--- config.mk ---
export PLATFORM = sky130hd
export DESIGN_NAME = robo_atuador
export DESIGN_NICKNAME = d
export VERILOG_FILES = /design/src/rtl/robo_atuador.sv
export SDC_FILE = /design/constraint.sdc
export NUM_CORES = 1
export LEC_CHECK = 0
export CAP_MARGIN = 20
export CELL_PAD_IN_SITES_DETAIL_PLACEMENT = 1
export CELL_PAD_IN_SITES_GLOBAL_PLACEMENT = 2
export CORE_MARGIN = 4
export CORE_UTILIZATION = 37
export CTS_BUF_LIST = sky130_fd_sc_hd__clkbuf_8
export DETAILED_ROUTE_END_ITERATION = 16
export PLACE_DENSITY = 0.89
export SKIP_CTS_REPAIR_TIMING = 1
export SLEW_MARGIN = 30
export SYNTH_ARGS = -nofsm -noshare
export SYNTH_HDL_FRONTEND = slang
export SYNTH_SLANG_ARGS = --single-unit
--- constraint.sdc ---
create_clock -name clock -period 3.9 [get_ports clock]
set_input_delay 0.78 -clock clock [delete_from_list [all_inputs] [get_ports clock]]
set_output_delay 0.78 -clock clock [all_outputs]
set_load 0.005 [all_outputs]
--- src/rtl/robo_atuador.sv ---
// robo_atuador: executes navigation commands (forward, turn, remove) as timed motor pulses
// and keeps grid odometry, heading, a removal counter and a sticky error flag.
`default_nettype none

module robo_atuador #(
  parameter int T_AVANCO  = 4,
  parameter int T_GIRO    = 3,
  parameter int T_REMOCAO = 6,
  parameter int GRID_MAX  = 15
) (
  input  logic       clock,
  input  logic       reset,
  input  logic       avancar,
  input  logic       girar,
  input  logic       remover,
  output logic       motor_frente,
  output logic       motor_giro,
  output logic       garra,
  output logic       ocupado,
  output logic       concluido,
  output logic [1:0] direcao,
  output logic [3:0] pos_x,
  output logic [3:0] pos_y,
  output logic [7:0] remocoes,
  output logic       erro
);

  typedef enum logic [1:0] {
    OCIOSO    = 2'd0,
    AVANCANDO = 2'd1,
    GIRANDO   = 2'd2,
    REMOVENDO = 2'd3
  } state_t;

  localparam logic [7:0] CNT_AVANCO  = 8'(T_AVANCO - 1);
  localparam logic [7:0] CNT_GIRO    = 8'(T_GIRO - 1);
  localparam logic [7:0] CNT_REMOCAO = 8'(T_REMOCAO - 1);
  localparam logic [3:0] GRID_LIM    = 4'(GRID_MAX);

  state_t     state, state_next;
  logic [7:0] count, count_next;
  logic       concluido_next;
  logic [1:0] direcao_next;
  logic [3:0] pos_x_next, pos_y_next;
  logic [7:0] remocoes_next;
  logic       erro_next;
  logic       conflito;

  // Two or more commands at once is a navigation fault, even though one still runs.
  assign conflito = (avancar & girar) | (avancar & remover) | (girar & remover);

  always_ff @(posedge clock or posedge reset) begin
    if (reset) begin
      state     <= OCIOSO;
      count     <= 8'd0;
      concluido <= 1'b0;
      direcao   <= 2'd0;
      pos_x     <= 4'd0;
      pos_y     <= 4'd0;
      remocoes  <= 8'd0;
      erro      <= 1'b0;
    end else begin
      state     <= state_next;
      count     <= count_next;
      concluido <= concluido_next;
      direcao   <= direcao_next;
      pos_x     <= pos_x_next;
      pos_y     <= pos_y_next;
      remocoes  <= remocoes_next;
      erro      <= erro_next;
    end
  end

  always_comb begin
    state_next     = state;
    count_next     = count;
    concluido_next = 1'b0;
    direcao_next   = direcao;
    pos_x_next     = pos_x;
    pos_y_next     = pos_y;
    remocoes_next  = remocoes;
    erro_next      = erro;

    if (state == OCIOSO) begin
      if (conflito) erro_next = 1'b1;
      if (remover) begin
        state_next = REMOVENDO;
        count_next = CNT_REMOCAO;
      end else if (girar) begin
        state_next = GIRANDO;
        count_next = CNT_GIRO;
      end else if (avancar) begin
        state_next = AVANCANDO;
        count_next = CNT_AVANCO;
      end
    end else if (count != 8'd0) begin
      count_next = count - 8'd1;
    end else begin
      // Final cycle of the operation: commit its effect and flag completion.
      state_next     = OCIOSO;
      concluido_next = 1'b1;
      case (state)
        AVANCANDO: begin
          case (direcao)
            2'd0: if (pos_y == GRID_LIM) erro_next = 1'b1; else pos_y_next = pos_y + 4'd1;
            2'd1: if (pos_x == GRID_LIM) erro_next = 1'b1; else pos_x_next = pos_x + 4'd1;
            2'd2: if (pos_y == 4'd0)     erro_next = 1'b1; else pos_y_next = pos_y - 4'd1;
            default: if (pos_x == 4'd0)  erro_next = 1'b1; else pos_x_next = pos_x - 4'd1;
          endcase
        end
        GIRANDO: direcao_next = direcao + 2'd1;
        REMOVENDO: if (remocoes != 8'hFF) remocoes_next = remocoes + 8'd1;
        default: ;
      endcase
    end
  end

  assign motor_frente = (state == AVANCANDO);
  assign motor_giro   = (state == GIRANDO);
  assign garra        = (state == REMOVENDO);
  assign ocupado      = (state != OCIOSO);

endmodule

`default_nettype wire

== Yosys cells after proc, flatten, opt, wreduce, memory -nomap -nowiden ==
Index checks and enable logic that the tools add are counted.

* Bits in registers: 30
* Output and inout port bits: 24

* Bitwise gates (word level): 8
* Muxes and demuxes: 27
* Eq/ne operators: 18
* $add $sub $neg: 7
* Reduce and logical (&&, ||, !) cells: 18

{| class="wikitable"
|+ Operators with widths
! cell !! number
|-
| $mux W8 || 5
|-
| $mux W4 || 4
|-
| $pmux W4 S2 || 2
|-
| $reduce_and A6 Y1 || 2
|-
| $mux W1 || 10
|-
| $mux W2 || 5
|-
| $ne A2 B2 Y1 const B || 5
|-
| $ne A3 B3 Y1 const B || 3
|-
| $add A4 B1 Y4 const B || 2
|-
| $add A8 B1 Y8 const B || 1
|-
| $eq A4 B4 Y1 const B || 2
|-
| $logic_not A4 Y1 || 2
|-
| $ne A8 B8 Y1 const B || 1
|-
| $reduce_bool A2 Y1 || 4
|-
| $reduce_bool A8 Y1 || 1
|-
| $sub A4 B1 Y4 const B || 2
|-
| $sub A8 B1 Y8 const B || 1
|-
| $reduce_and A7 Y1 || 1
|-
| $eq A2 B2 Y1 const B || 3
|-
| $reduce_bool A5 Y1 || 1
|-
| $eq A2 B1 Y1 const B || 2
|-
| $logic_not A2 Y1 || 2
|-
| $ne A4 B4 Y1 const B || 1
|-
| $reduce_and A2 Y1 || 2
|-
| other kinds (9) || 14
|}

== Depth between registers and ports, before layout ==
Gate-level depths: netlist (run 1).

* Depth after elaboration: 6
* Depth in mapped cells: 9
* Gate-level depth less buffers: 9

== Worst setup path after synthesis (run 1) ==
Ideal clock, no wire load.

* Path type: register to register
* From: register count[0]
* To: register pos_x[1]
* Arrival time: 1717 ps
* Path buffers: 0
* Setup slack: 2055 ps
* Required time: 3773 ps
* Stages on the path, launching flop included: 7
* Cells stage by stage: dfrtp_1 -> inv_1 -> ha_1 -> nor3b_1 -> nand3_1 -> a211oi_2 -> mux2_1

* Word-level cells in the longest chain between the ends: 3

{| class="wikitable"
|+ RTL lines
! item !! line !! source
|-
| start: declaration || 41 || <nowiki>logic [7:0] count, count_next;</nowiki>
|-
| start signal: assignment || 64 || <nowiki>count <= count_next;</nowiki>
|-
| $reduce_bool A8 Y1 || 96 || <nowiki>end else if (count != 8'd0) begin</nowiki>
|-
| $not A1 Y1 (no source line) || - ||
|-
| $reduce_and A6 Y1 (no source line) || - ||
|-
| end signal: assignment || 67 || <nowiki>pos_x <= pos_x_next;</nowiki>
|-
| end: declaration || 22 || <nowiki>output logic [3:0] pos_x,</nowiki>
|}

No other way between the ends.
A chain may end at the register's enable or synchronous reset.

== Worst setup path after layout (run 1) ==
* From: register state[1]
* To: output port ocupado

* Word-level cells in the longest chain between the ends: 1

{| class="wikitable"
|+ RTL lines
! item !! line !! source
|-
| start: declaration || 40 || <nowiki>state_t state, state_next;</nowiki>
|-
| start signal: assignment || 63 || <nowiki>state <= state_next;</nowiki>
|-
| $reduce_bool A2 Y1 || 121 || <nowiki>assign ocupado = (state != OCIOSO);</nowiki>
|-
| end: declaration || 19 || <nowiki>output logic ocupado,</nowiki>
|}

No other way between the ends.

==> results of run 1 <==
registers in the layout (all words and copies together), names as in the netlist:
signal	cells
remocoes	8
erro	1
state	2
direcao	2
count	8
pos_y	4
concluido	1
pos_x	4
final timing paths:
path / start / slack [ns] / cells after the start / end
min in group asynchronous: reset / 0.89 / 3 / pos_y[3]
worst min-delay path: erro / 0.49 / 2 / erro
worst max-delay path: state[1] / 1.48 / 3 / ocupado
worst min register to register: erro / 0.49 / 2 / erro
worst max register to register: count[0] / 1.73 / 6 / pos_x[1]
max in group asynchronous: reset / 2.73 / 3 / direcao[1]
cell type report:
class	instances	area (um^2)	area share
multi-input cells	123	872	0.413
repair buffers	29	288	0.136
clock inverters	2	8.76	0.00415
flip-flops and latches	30	751	0.355
inverters	12	45.0	0.0213
well taps	52	65.1	0.0308
clock buffers	6	82.6	0.0391
layer usage:
layer,share of wire,vias up,global-route usage
met5,0,-,0
li1,-,646,-
met4,0.021,0,0.0602
met1,0.43,667,0.205
met3,0.043,11,0.0330
met2,0.50,32,0.274
layout by cell type (no fill, tap or decap), types with 2 or more instances in the layout:
cell type         n
a21o_1            2
clkbuf_8          6
nor2_1           12
nand3_1           6
o21ai_0           8
ha_1             10
a21oi_1           8
nor3_1            3
fa_1              2
inv_1            13
nor4_1            3
and3_1            3
clkdlybuf4s50_1  28
mux2_2            2
and2_1            2
nand4_1           9
nor2b_1           2
dfrtp_1          30
and4_1            3
xor2_1            9
xnor2_1          12
nand2_1          16
stage by stage:
stage,instance area (um^2),std cells,worst slack (ns),util
global route,2110,254,1.35,0.485
floorplan,1680,166,2.06,-
CTS,2110,254,1.47,0.485
finish,2110,254,1.48,0.485
detailed placement,2020,246,1.54,0.464
global placement,2020,246,1.66,0.464
report_power, final:
group          leakage, nW  switching [mW]  total, mW  internal [mW]
clock               0.0524           0.113      0.252          0.139
combinational        0.517           0.310      0.631          0.321
sequential           0.387           0.132      0.538          0.406
total                0.956           0.555       1.42          0.867
critical path: cells and delay by family (launching register included):
family,cells,cell delay (ns)
AND/OR/NAND/NOR,1,0.28
flip-flops,1,0.43
buffers and inverters,2,0.65
cells by family after synthesis:
group / count (synthesis) / synth area share
and+or+nand+nor: 63 / 0.201
DFF: 30 / 0.448
AOI/OAI and AO/OA: 23 / 0.0851
xor gates and xnor gates: 21 / 0.110
buffers and inverters: 13 / 0.0314
adders and majority gates: 13 / 0.105
muxes: 3 / 0.0202
==> impl_results.md, run 1 <==
* Floorplan die width at 75.3 um
* TritonCTS Buffers at 5
* Area growth from synthesis to final layout at 26.1%
* Net count after synthesis at 183
* Number of slew-limit violations in the final report at 0
* Vertical die dimension at between 70 and 80 um
* Root Driver: clkbuf_8
* Cell types with the highest counts after synthesis: dfrtp_1, nand2_1, inv_1, nor2_1, xnor2_1
* Cell type with the highest aggregate area in the netlist: dfrtp_1
* Cell breakdown of the critical path: nor2_2 -> inv_1 -> clkdlybuf4s50_1
* Initial Util at 0.385
* Shortest period the worst path allows at 2.42 ns
* Status: finished, final reports clean
* Via density per instance at 5.34
* Clock latency reported for the late side of the worst-skew pair at around 0.28 ns
* Netlist cell types at 32
* Overall power at ~1.4 mW
* Count of warnings emitted by yosys at 0
* Register area share after synthesis at 0.448
* Number of H-tree levels at 2
* EDFF count, synth at 0
* Number of rows created at floorplan at 24
* Maximum vdd ir drop at 0.296 mV
* Global-route congestion overflow total at 0
* Leakage power total at 0.956 nW
* First-pass DRT Iterations at 4
* Critical path data arrival time at 1.64 ns
* MaxCap Viol Count at 0
* Clock slew seen by the registers of the worst setup and hold paths at 0.06 ns
* Critical path's slowest cell: clkdlybuf4s50_1
* Half-perimeter wire length after detailed placement at 3.07 mm
* Unrepaired setup endpoints after global routing: false
* Number of buffer cells added on primary ports at 28
* Cell types with the largest area share after synthesis: dfrtp_1, ha_1, xnor2_1, xor2_1, nand2_1
* Nature of the critical path startpoint: register
* Most frequently used flop master after synthesis: dfrtp_1
* Achievable clock frequency at 0.414 GHz
* Number of antenna diodes at 0
* Data required, critical path at 3.12 ns
* Largest incremental delay on the critical path at 0.48 ns
* Area of the core region at 0.00435 mm^2
* Clock Skew at 0.00894 ns
* All-layer global routing usage at 0.162
* Hold Slack at 0.492 ns
* Number of flip-flops and latches in the synthesized netlist at 30
* Most frequent cell after synthesis: dfrtp_1
* DR vias at 1356
* Final number of setup-violating endpoints at 0
* Synthesized instance count at 166
* Routability Congestion at between 0.8 and 0.9
* Fraction of registers with async set/reset at 1.00
* Total clock sinks at 30
* TritonCTS clock tree: built
* Post-synthesis instance area at between 0.0015 and 0.002 mm^2
* Wirelength per Cell at 15.8 um
* Global-route wire length before repair at 7.03 mm
* Top-level port count at 29
* Fin Setup TNS at 0 ns
* Category of the critical setup timing path: reg2out
* Kind of path behind the tightest hold check: reg2reg
* Post-synthesis average cell area at approximately 10 um^2
* P per Cell Area at 673 mW/mm^2
* Slew at the pin closest to its max-slew limit at 0.471 ns
* Count of antenna-violating nets left after detailed routing at 0
* Vias in the first global route at 1432
* CP Capture Type: output pin
* Maximum number of pins on one net before global-route repair at 31
* DRC violation total after the first TritonRoute iteration at 29
* Initial antenna violation count at 0
* Biggest fanout along the worst timing path at 8
* Number of filler instances in the final layout at 508
* Fraction of layout cells with a size suffix above 1 at 0.0644
* Final wirelength at 4.01 mm
* Net count reported at finish at 218
* Buffers from clock root to sink, at most at 2
* Relative slew slack at 0.685
* Fin. Hold Viols at 0
* Die area at around 0.0057 mm^2
* Final cycle utilization of the critical path at 0.620
* Post-synth top area share at 0.448
* Residual DRC count at 0
(Power assumes the default switching activity.)
==> inputs of run 2 (changes only) <==
--- a/config.mk
+++ b/config.mk
@@ -9,10 +9,10 @@
 export CELL_PAD_IN_SITES_DETAIL_PLACEMENT = 1
 export CELL_PAD_IN_SITES_GLOBAL_PLACEMENT = 2
 export CORE_MARGIN = 4
-export CORE_UTILIZATION = 37
+export CORE_UTILIZATION = 34
 export CTS_BUF_LIST = sky130_fd_sc_hd__clkbuf_8
 export DETAILED_ROUTE_END_ITERATION = 16
-export PLACE_DENSITY = 0.89
+export PLACE_DENSITY = 0.83
 export SKIP_CTS_REPAIR_TIMING = 1
 export SLEW_MARGIN = 30
 export SYNTH_ARGS = -nofsm -noshare
==> constraint.sdc (replaced) <==
create_clock -name clock -period 2.3 [get_ports clock]
set_input_delay 0.46 -clock clock [delete_from_list [all_inputs] [get_ports clock]]
set_output_delay 0.46 -clock clock [all_outputs]
set_load 0.005 [all_outputs]
==> impl_results.md, run 2 (synthesis results as in run 1) <==
* Sequential power share at 0.387 (+0.008)
* Power Internal at 1.43 mW (+65%)
* Half-perimeter wire length after detailed placement at 3.07 mm (+0.23%)
* TritonCTS Buffers at 5 (unchanged)
* Fraction of layout cells with a size suffix above 1 at 0.0597 (-0.00465)
* Clock latency reported for the late side of the worst-skew pair at 0.28 ns (about the same)
* CP Capture Type: output pin
* DRC violation total after the first TritonRoute iteration at 53 (+83%)
* Final wirelength at 4.01 mm (about the same)
* Number of slew-limit violations in the final report at 0 (unchanged)
* Critical path data arrival time at 1.68 ns (+0.04 ns)
* Unrepaired setup endpoints after global routing: false
* Routability Congestion at 0.869 (+8.1%)
* Net count reported at finish at 218 (unchanged)
* Maximum vdd ir drop at 0.331 mV (+12%)
* Fin. Hold Viols at 0 (unchanged)
* Share of total power consumed by net switching at 0.398 (+0.00768)
* Fin Setup TNS at 0 ns (unchanged)
* Number of filler instances in the final layout at 559 (+10%)
* Part of the power in combinational logic at 0.450 (+0.006)
* Final number of setup-violating endpoints at 0 (unchanged)
* Number of buffer cells added on primary ports at 28 (unchanged)
* Overall power at 2.38 mW (+68%)
* Residual DRC count at 0 (unchanged)
* Clock power share at 0.163 (-0.014)
* Total clock sinks at 30 (unchanged)
* All-layer global routing usage at 0.145 (-0.0172)
* Root Driver: clkbuf_8
* First-pass DRT Iterations at 4 (unchanged)
* Maximum number of pins on one net before global-route repair at 31 (unchanged)
* Clock slew seen by the registers of the worst setup and hold paths at 0.07 ns (about the same)
* Status: finished, final reports clean
* Data required, critical path at 1.84 ns (-1.28 ns)
* Area growth from synthesis to final layout at 26.6%
* Shortest period the worst path allows at 2.14 ns
* Kind of path behind the tightest hold check: reg2reg
* Final cycle utilization of the critical path at 0.929
* Slew at the pin closest to its max-slew limit at 0.501 ns (+0.0302 ns)
* DR vias at 1342 (-1.0%)
* Via density per instance at 5.01 (-6.2%)
* Global-route congestion overflow total at 0 (unchanged)
* Instance area at placement at 0.00204 mm^2 (+0.93%)
* Count of antenna-violating nets left after detailed routing at 0 (unchanged)
* Vertical die dimension at 78.2 um (+3.9%)
* Clock Skew at 0.00900 ns (+0.0000577 ns)
* Category of the critical setup timing path: reg2out
* Area of the core region at 0.00475 mm^2 (+9.2%)
* Number of H-tree levels at 2 (unchanged)
* Hold Slack at 0.491 ns (-0.000855 ns)
* Initial Util at 0.352 (-0.0324)
* Number of rows created at floorplan at 25 (+4.2%)
* Nature of the critical path startpoint: register
* Achievable clock frequency at 0.468 GHz
* Largest registers in the final layout: count (8), remocoes (8)
* Vias in the first global route at 1446 (+0.98%)
* Most frequent cells in the layout: dfrtp_1, clkdlybuf4s50_1, nand2_1
* Psw at 0.948 mW (+71%)
* Top-level port count at 29 (unchanged)
* Design area at 0.00212 mm^2 (+0.41%)
* Initial antenna violation count at 0 (unchanged)
* MaxCap Viol Count at 0 (unchanged)
* Most common library cell in the layout ignoring fill and taps: dfrtp_1
* TritonCTS clock tree: built
* Die area at 0.00611 mm^2 (+7.9%)
* Biggest fanout along the worst timing path at 8 (unchanged)
* Global-route wire length before repair at 7.07 mm (+0.48%)
* Relative slew slack at 0.663 (-0.0221)
* Wirelength per Cell at 14.9 um (-5.2%)
* Buffers from clock root to sink, at most at 2 (unchanged)
* P per Cell Area at 1120 mW/mm^2 (+67%)
* Leakage power total at 0.953 nW (-0.31%)
* Floorplan die width at 78.2 um (+3.9%)
* Number of antenna diodes at 0 (unchanged)
run 2: cell types whose count changed in the layout (fill, tap and decap cells not counted):
cell / change
clkbuf_8: -1
nor3b_1: -1
inv_1: +1
clkinv_2: -1
nor3b_2: +1
run 2: final cells by class:
type / count / area [um^2] / share of cell area
clock buffer: 5 / 68.8 / 0.0324
timing repair buffer: 29 / 288 / 0.136
sequential: 30 / 751 / 0.354
multi-input combinational: 123 / 877 / 0.414
tap: 67 / 83.8 / 0.0395
clock inverter: 2 / 7.51 / 0.00354
inverter: 12 / 45.0 / 0.0212
run 2: routing by layer:
layer  global-route usage  share of wire  vias up
met5                    0              0        -
met2                0.240           0.47       27
met1                0.183           0.47      662
met4               0.0507          0.022        0
li1                     -              -      645
met3               0.0390          0.034        8
run 2: final timing paths:
| check | endpoint | cells after the start | slack, ns | startpoint |
|---|---|---|---|---|
| worst min-delay path | remocoes[6] | 1 | 0.49 | remocoes[6] |
| worst min register to register | remocoes[6] | 1 | 0.49 | remocoes[6] |
| worst max register to register | remocoes[1] | 6 | 0.26 | count[0] |
| min in group asynchronous | pos_y[2] | 3 | 0.57 | reset |
| max in group asynchronous | remocoes[5] | 3 | 1.43 | reset |
| worst max-delay path | ocupado | 3 | 0.16 | state[1] |
run 2: metrics by stage:
stage               utilization  setup WS, ns  instances
finish                    0.446         0.163        268
global route              0.446        0.0266        268
CTS                       0.445         0.125        268
detailed placement        0.429         0.170        261
global placement          0.429         0.252        261
floorplan                     -         0.455        166
run 2: power groups by stage:
stage | Combinational (mW) | Clock (mW) | Sequential, mW
floorplan | 0.666 | 0 | 0.878
global placement | 1.03 | 0 | 0.911
detailed placement | 1.09 | 0 | 0.927
CTS | 1.09 | 0.398 | 0.920
global route | 1.23 | 0.424 | 0.954
finish | 1.07 | 0.389 | 0.921
run 2: worst max-delay path, cell delays in order, from the launching register on:
cell and delay (ns):
dfrtp_1 0.43, nor2_2 0.29, inv_1 0.18, clkdlybuf4s50_1 0.50
